### config.mk
export PLATFORM = sky130hd
export DESIGN_NAME = modmul_pipe
export DESIGN_NICKNAME = d
export VERILOG_FILES = /design/src/rtl/modmul_pipe.sv
export SDC_FILE = /design/constraint.sdc
export NUM_CORES = 1
export LEC_CHECK = 0
export CORE_ASPECT_RATIO = 0.75
export CORE_MARGIN = 3
export CORE_UTILIZATION = 30
export CTS_CLUSTER_DIAMETER = 100
export DETAILED_ROUTE_END_ITERATION = 7
export PLACE_DENSITY = 0.45
export SYNTH_ARGS = -nofsm -noshare
export SYNTH_HDL_FRONTEND = slang
export SYNTH_SLANG_ARGS = --single-unit
### constraint.sdc
create_clock -name clk -period 5.09 [get_ports clk]
set_input_delay 1.2725 -clock clk [delete_from_list [all_inputs] [get_ports clk]]
set_output_delay 1.2725 -clock clk [all_outputs]
set_load 0.02 [all_outputs]
### src/rtl/modmul_pipe.sv
// Three-stage pipelined modular multiplier, m = (a*b) mod (2^W - C).
// Reduction folds the high part twice and finishes with one conditional subtract.
module modmul_pipe #(
  parameter int unsigned W     = 5,
  parameter int unsigned C     = 3,
  parameter int unsigned TAG_W = 4
) (
  input  logic             clk,
  input  logic             reset,
  input  logic             in_valid,
  output logic             in_ready,
  input  logic [W-1:0]     a,
  input  logic [W-1:0]     b,
  input  logic [TAG_W-1:0] in_tag,
  output logic             out_valid,
  input  logic             out_ready,
  output logic [W-1:0]     m,
  output logic [TAG_W-1:0] out_tag
);

  localparam int unsigned M  = (2 ** W) - C;
  localparam int unsigned PW = 2 * W;
  localparam int unsigned SW = 2 * W + 1;

  // Reject moduli for which two folds plus one subtract cannot fully reduce.
  generate
    if ((C < 1) || ((C * (C + 2)) >= (2 ** W))) begin : g_bad_modulus
      $error("modmul_pipe: illegal modulus offset C=%0d for W=%0d", C, W);
    end
    if (TAG_W < 1) begin : g_bad_tag
      $error("modmul_pipe: TAG_W must be at least 1");
    end
  endgenerate

  logic             v1, v2, v3;
  logic             en1, en2, en3;
  logic [PW-1:0]    p1;
  logic [SW-1:0]    s0_2;
  logic [TAG_W-1:0] tag1, tag2;

  logic [PW-1:0]    p_c;
  logic [SW-1:0]    s0_c;
  logic [SW-1:0]    s1_c;
  logic [W-1:0]     m_c;

  // Bubble-collapsing enables; in_ready never looks at in_valid.
  assign en3       = ~v3 | out_ready;
  assign en2       = ~v2 | en3;
  assign en1       = ~v1 | en2;
  assign in_ready  = en1;
  assign out_valid = v3;

  assign p_c  = PW'(a) * PW'(b);
  assign s0_c = SW'(p1[W-1:0]) + SW'(p1[PW-1:W]) * SW'(C);
  assign s1_c = SW'(s0_2[W-1:0]) + SW'(s0_2[SW-1:W]) * SW'(C);
  assign m_c  = (s1_c >= SW'(M)) ? W'(s1_c - SW'(M)) : W'(s1_c);

  // Each stage loads its data only when enabled and the upstream slot is occupied.
  always_ff @(posedge clk) begin
    if (reset) begin
      v1      <= 1'b0;
      v2      <= 1'b0;
      v3      <= 1'b0;
      p1      <= '0;
      s0_2    <= '0;
      tag1    <= '0;
      tag2    <= '0;
      m       <= '0;
      out_tag <= '0;
    end else begin
      if (en1) begin
        v1 <= in_valid;
        if (in_valid) begin
          p1   <= p_c;
          tag1 <= in_tag;
        end
      end
      if (en2) begin
        v2 <= v1;
        if (v1) begin
          s0_2 <= s0_c;
          tag2 <= tag1;
        end
      end
      if (en3) begin
        v3 <= v2;
        if (v2) begin
          m       <= m_c;
          out_tag <= tag2;
        end
      end
    end
  end

endmodule

* After elaboration in Yosys (flattened, before gate mapping) *
Cells that the tools add are included.

cells by class
  $add $sub $neg = 3
  $mul = 3
  order comparisons = 1
  muxes and demuxes = 1
  bitwise logic cells = 6
  reduce and logical (&&, ||, !) cells = 3

operators by type and width
  operator               number
  $mul A5 B5 Y10         1
  $add A5 B8 Y9          1
  $ge A9 B5 Y1 const B   1
  $add A5 B7 Y8          1
  $mul A6 B2 Y8 const B  1
  $mul A5 B2 Y7 const B  1
  $reduce_and A2 Y1      3
  $mux W5                1
  $sub A5 B5 Y5 const B  1
  $not A1 Y1             3
  $or A1 B1 Y1           3

storage, ports and cells
  register bits = 41
  bits of input ports = 18
  output and inout port bits = 11
  logic and storage cells = 26

* Logic depth before layout (Yosys ltp) *
  depth after elaboration = 5
  mapped depth = 12
  depth with buffers taken out = 12

* Worst setup path after synthesis *
Ideal clock, no wire load.

  path type = input -> register
  from = input b[4]
  to = register p1[8]
  setup time = 0.062 ns
  arrival time = 4.087 ns
  required time = 5.028 ns
  setup slack = 0.941 ns
  stages on the path = 11
  buffers on the path = 0
  cell sequence = nand2_1 -> fa_1 -> fa_1 -> fa_1 -> inv_1 -> ha_1 -> nor2b_1 -> o21ai_0 -> a21o_1 -> a2111o_1 -> nand3_1

on the way
  longest elaborated chain between the ends = 1

ends and longest elaborated chain
  element                 RTL line  text
  start: declaration      13        input logic [W-1:0] b,
  $mul A5 B5 Y10          53        assign p_c = PW'(a) * PW'(b);
  end signal: assignment  74        p1 <= p_c;
  end: declaration        37        logic [PW-1:0] p1;

Every way passes these cells.
A chain may end at the register's enable or synchronous reset.

* Worst setup path in the final report *
Ends and elaborated chain as after synthesis.

==> metrics.txt <==
leakage power 1.318 nW; cell mode on critical path fa_1; Max Clk Rate 216.5 MHz; critical-path cell list clkdlybuf4s50_1 -> nand2_1 -> fa_1 -> fa_1 -> fa_1 -> inv_1 -> ha_1 -> nor2b_1 -> o21ai_0 -> a21o_1 -> a2111o_1 -> nand3_1; GPL Wtd Cong 0.7740; # Max-Cap Violations 0; worst slew pin tran 0.8288 ns; H-tree Lvls 2; r2r worst-path depth 10; largest net degree at the start of global routing 25; Avg Cell Area, Syn 8.463 um^2; Worst Skew 0.006901 ns; final WL 5.661 mm; WP data arrival 4.84 ns; Tcrit/Tclk final 0.9074; postcts setup bufs 0; RR Endpoint m[2]; fin crit period 4.618 ns; layout cells sized above 1 0.04985; Slowest Stage Delay on Critical Path 0.54 ns; Detail Placement HPWL 4.570 mm; Clk pin slew, worst setup/hold paths 0.06 ns; Post-Place Cells 441; sequential area share after synthesis 0.2796; die area 0.01000 mm^2; number of synthesized register bits 37; Die Ht 87.38 um; GRT Total Usage 0.1205; Startpoint Class input pin; R2R setup slack 2.26 ns; area grow syn2layout 20.93%; Port Buffer Count 28; Remaining DRCs 0; total grt overflow 0; adder-cell area share of the yosys netlist 0.2674; nets 405; Slowest cell on crit path fa_1; Post-Synthesis Cells 313; Distinct cells, synth 47; Cell Area, Synth 0.002649 mm^2; initial DRC count 55; number of clock sinks 37; Routed Antenna Nets 0; Critical Path Fanout Max 5; cts bufs inserted 5; commonest non-fill, non-tap cells in the layout nand2_1, dfxtp_1, a21oi_1, ha_1; Hold Path Stages 2; CTS tree built; setup violators final 0; core area 0.008527 mm^2; Final Max Tran Viols 0; most common cell after layout, fill and taps aside nand2_1; RR Startpoint s0_2[1]; Post-Syn Nets 378; Worst Path Buf+Inv 2; min-delay src tag2[0]; Hold Path Class flop to flop; placed cell areas 0.003035 mm^2; WHS Endpoint out_tag[0]; Starting Density 0.3106; vias in the first global route 2026; CTS max path bufs 2; Synth Area in Compound Gates 0.1634; synth warn 0; initial antenna violation count 0; mux share of post-synthesis cell area 0.003779; largest family of logic cells by synthesized area adder cells; Routed wire per std cell 12.61 um; via count 2132; final hold vios 0; Rows 29; setup TNS 0 ns; Slew headroom 0.4463; design area 0.003203 mm^2; total power draw 0.0009344 W; antenna cell count 0; CTS root buf clkbuf_16; delay-heaviest family, CP adder cells; clk_lat worst skew 0.28 ns; RSZ-0062 raised after global routing no; Post-CTS Hold Fix Bufs 0; die width 114.5 um; Power Density 291.7 mW/mm^2; WP data required 5.31 ns; Vias/cell 4.748; Synth Area in Simple Gates 0.2182; Worst Setup End Kind flop; Crit Path Class input pin to flop; Non-Filler Instances 449; IR drop worst, VDD 0.2355 mV; io pins 29; Register Area 740.7 um^2; FILL cells 902; Resize count post-CTS 0; number of detailed-route iterations in the first pass 4; XOR/XNOR Fraction of Synth Area 0.01275; outcome finished, final reports clean; area taken by multi-input logic gates 0.001763 mm^2; first-pass GRT wire length 9.722 mm
[tightest hold or removal path: stages, from the launching register on]
cell     delay [ns]
dfxtp_1        0.31
nand2_1        0.05
a21oi_1        0.05
[per-layer routing]
metal	global-route usage	routed length (um)	vias to the layer above
li1	-	-	1120
met1	0.1877	3288	987
met2	0.1680	2175	25
met3	0.03333	197	0
met4	0.01294	0	0
met5	0	0	-
[report_power, final]
| part | switching [W] | internal, W | total, W |
|---|---|---|---|
| clock | 0.000119 | 0.000232 | 0.000351 |
| combinational | 0.000141 | 0.000115 | 0.000256 |
| sequential | 0.0000166 | 0.000310 | 0.000327 |
| total | 0.000276 | 0.000658 | 0.000934 |
[synth_stat cells (all sizes together)]
master,count,area share
nand2,55,0.078
dfxtp,37,0.28
a21oi,32,0.062
ha,31,0.15
inv,28,0.040
and2,16,0.038
fa,16,0.12
o21ai,14,0.026
nor2,12,0.017
clkbuf,7,0.010
nor2b,7,0.017
nand3,6,0.011
a31oi,5,0.012
a211oi,4,0.013
a21o,4,0.012
nor3,4,0.012
or3,4,0.0099
nand4,3,0.0071
o211ai,3,0.0085
buf,2,0.0033
nand3b,2,0.0057
nor4b,2,0.0066
o31a,2,0.0071
xnor2,2,0.0066
a2111o,1,0.0043
a211o,1,0.0033
a21boi,1,0.0028
a221oi,1,0.0033
and3,1,0.0028
clkinv,1,0.0014
mux2i,1,0.0038
nand2b,1,0.0024
nand4b,1,0.0033
nor3b,1,0.0028
nor4,1,0.0024
o21a,1,0.0028
o311ai,1,0.0061
or4,1,0.0028
xor2,1,0.0061
[layout make-up]
| type | count | share of cell area |
|---|---|---|
| clock buffer | 6 | 0.04023 |
| clock inverter | 2 | 0.01211 |
| inverter | 29 | 0.03398 |
| multi-input combinational | 238 | 0.5504 |
| sequential | 37 | 0.2313 |
| tap | 108 | 0.04219 |
| timing repair buffer | 29 | 0.08984 |
[through the flow]
step	utilization	hold WS (ns)	setup WS, ns
global placement	0.3560	0.4468	0.2536
detailed placement	0.3560	0.4485	0.1966
global route	0.3756	0.4711	0.3189
floorplan	-	0.4321	0.9410
CTS	0.3756	0.4570	0.4796
finish	0.3756	0.4517	0.4715
[state kept, by name (all words and copies together), names as in the netlist]
signal	count
out_valid	1
out_tag	4
tag1	4
p1	10
tag2	4
m	5
s0_2	7
v1	1
v2	1
[how the worst max path moves through the flow]
| stage | from | end | slack (ns) | depth (start not counted) |
|---|---|---|---|---|
| floorplan | b[4] | p1[8] | 0.94 | 11 |
| global placement | b[4] | p1[8] | 0.25 | 12 |
| detailed placement | b[4] | p1[8] | 0.20 | 12 |
| CTS | b[4] | p1[8] | 0.48 | 12 |
| global route | a[0] | p1[8] | 0.32 | 12 |
| finish | b[4] | p1[8] | 0.47 | 12 |
[cell families (layout without fill, tap and decap cells)]
family | count (synthesis) | after routing
AO/OA/AOI/OAI | 70 | 70
XOR/XNOR | 3 | 3
adder cells (fa/ha/maj) | 47 | 47
buffers and inverters | 38 | 66
flip-flops | 37 | 37
multiplexers | 1 | 1
AND/OR/NAND/NOR | 117 | 117
No activity file was read; power rests on OpenSTA's default activity.
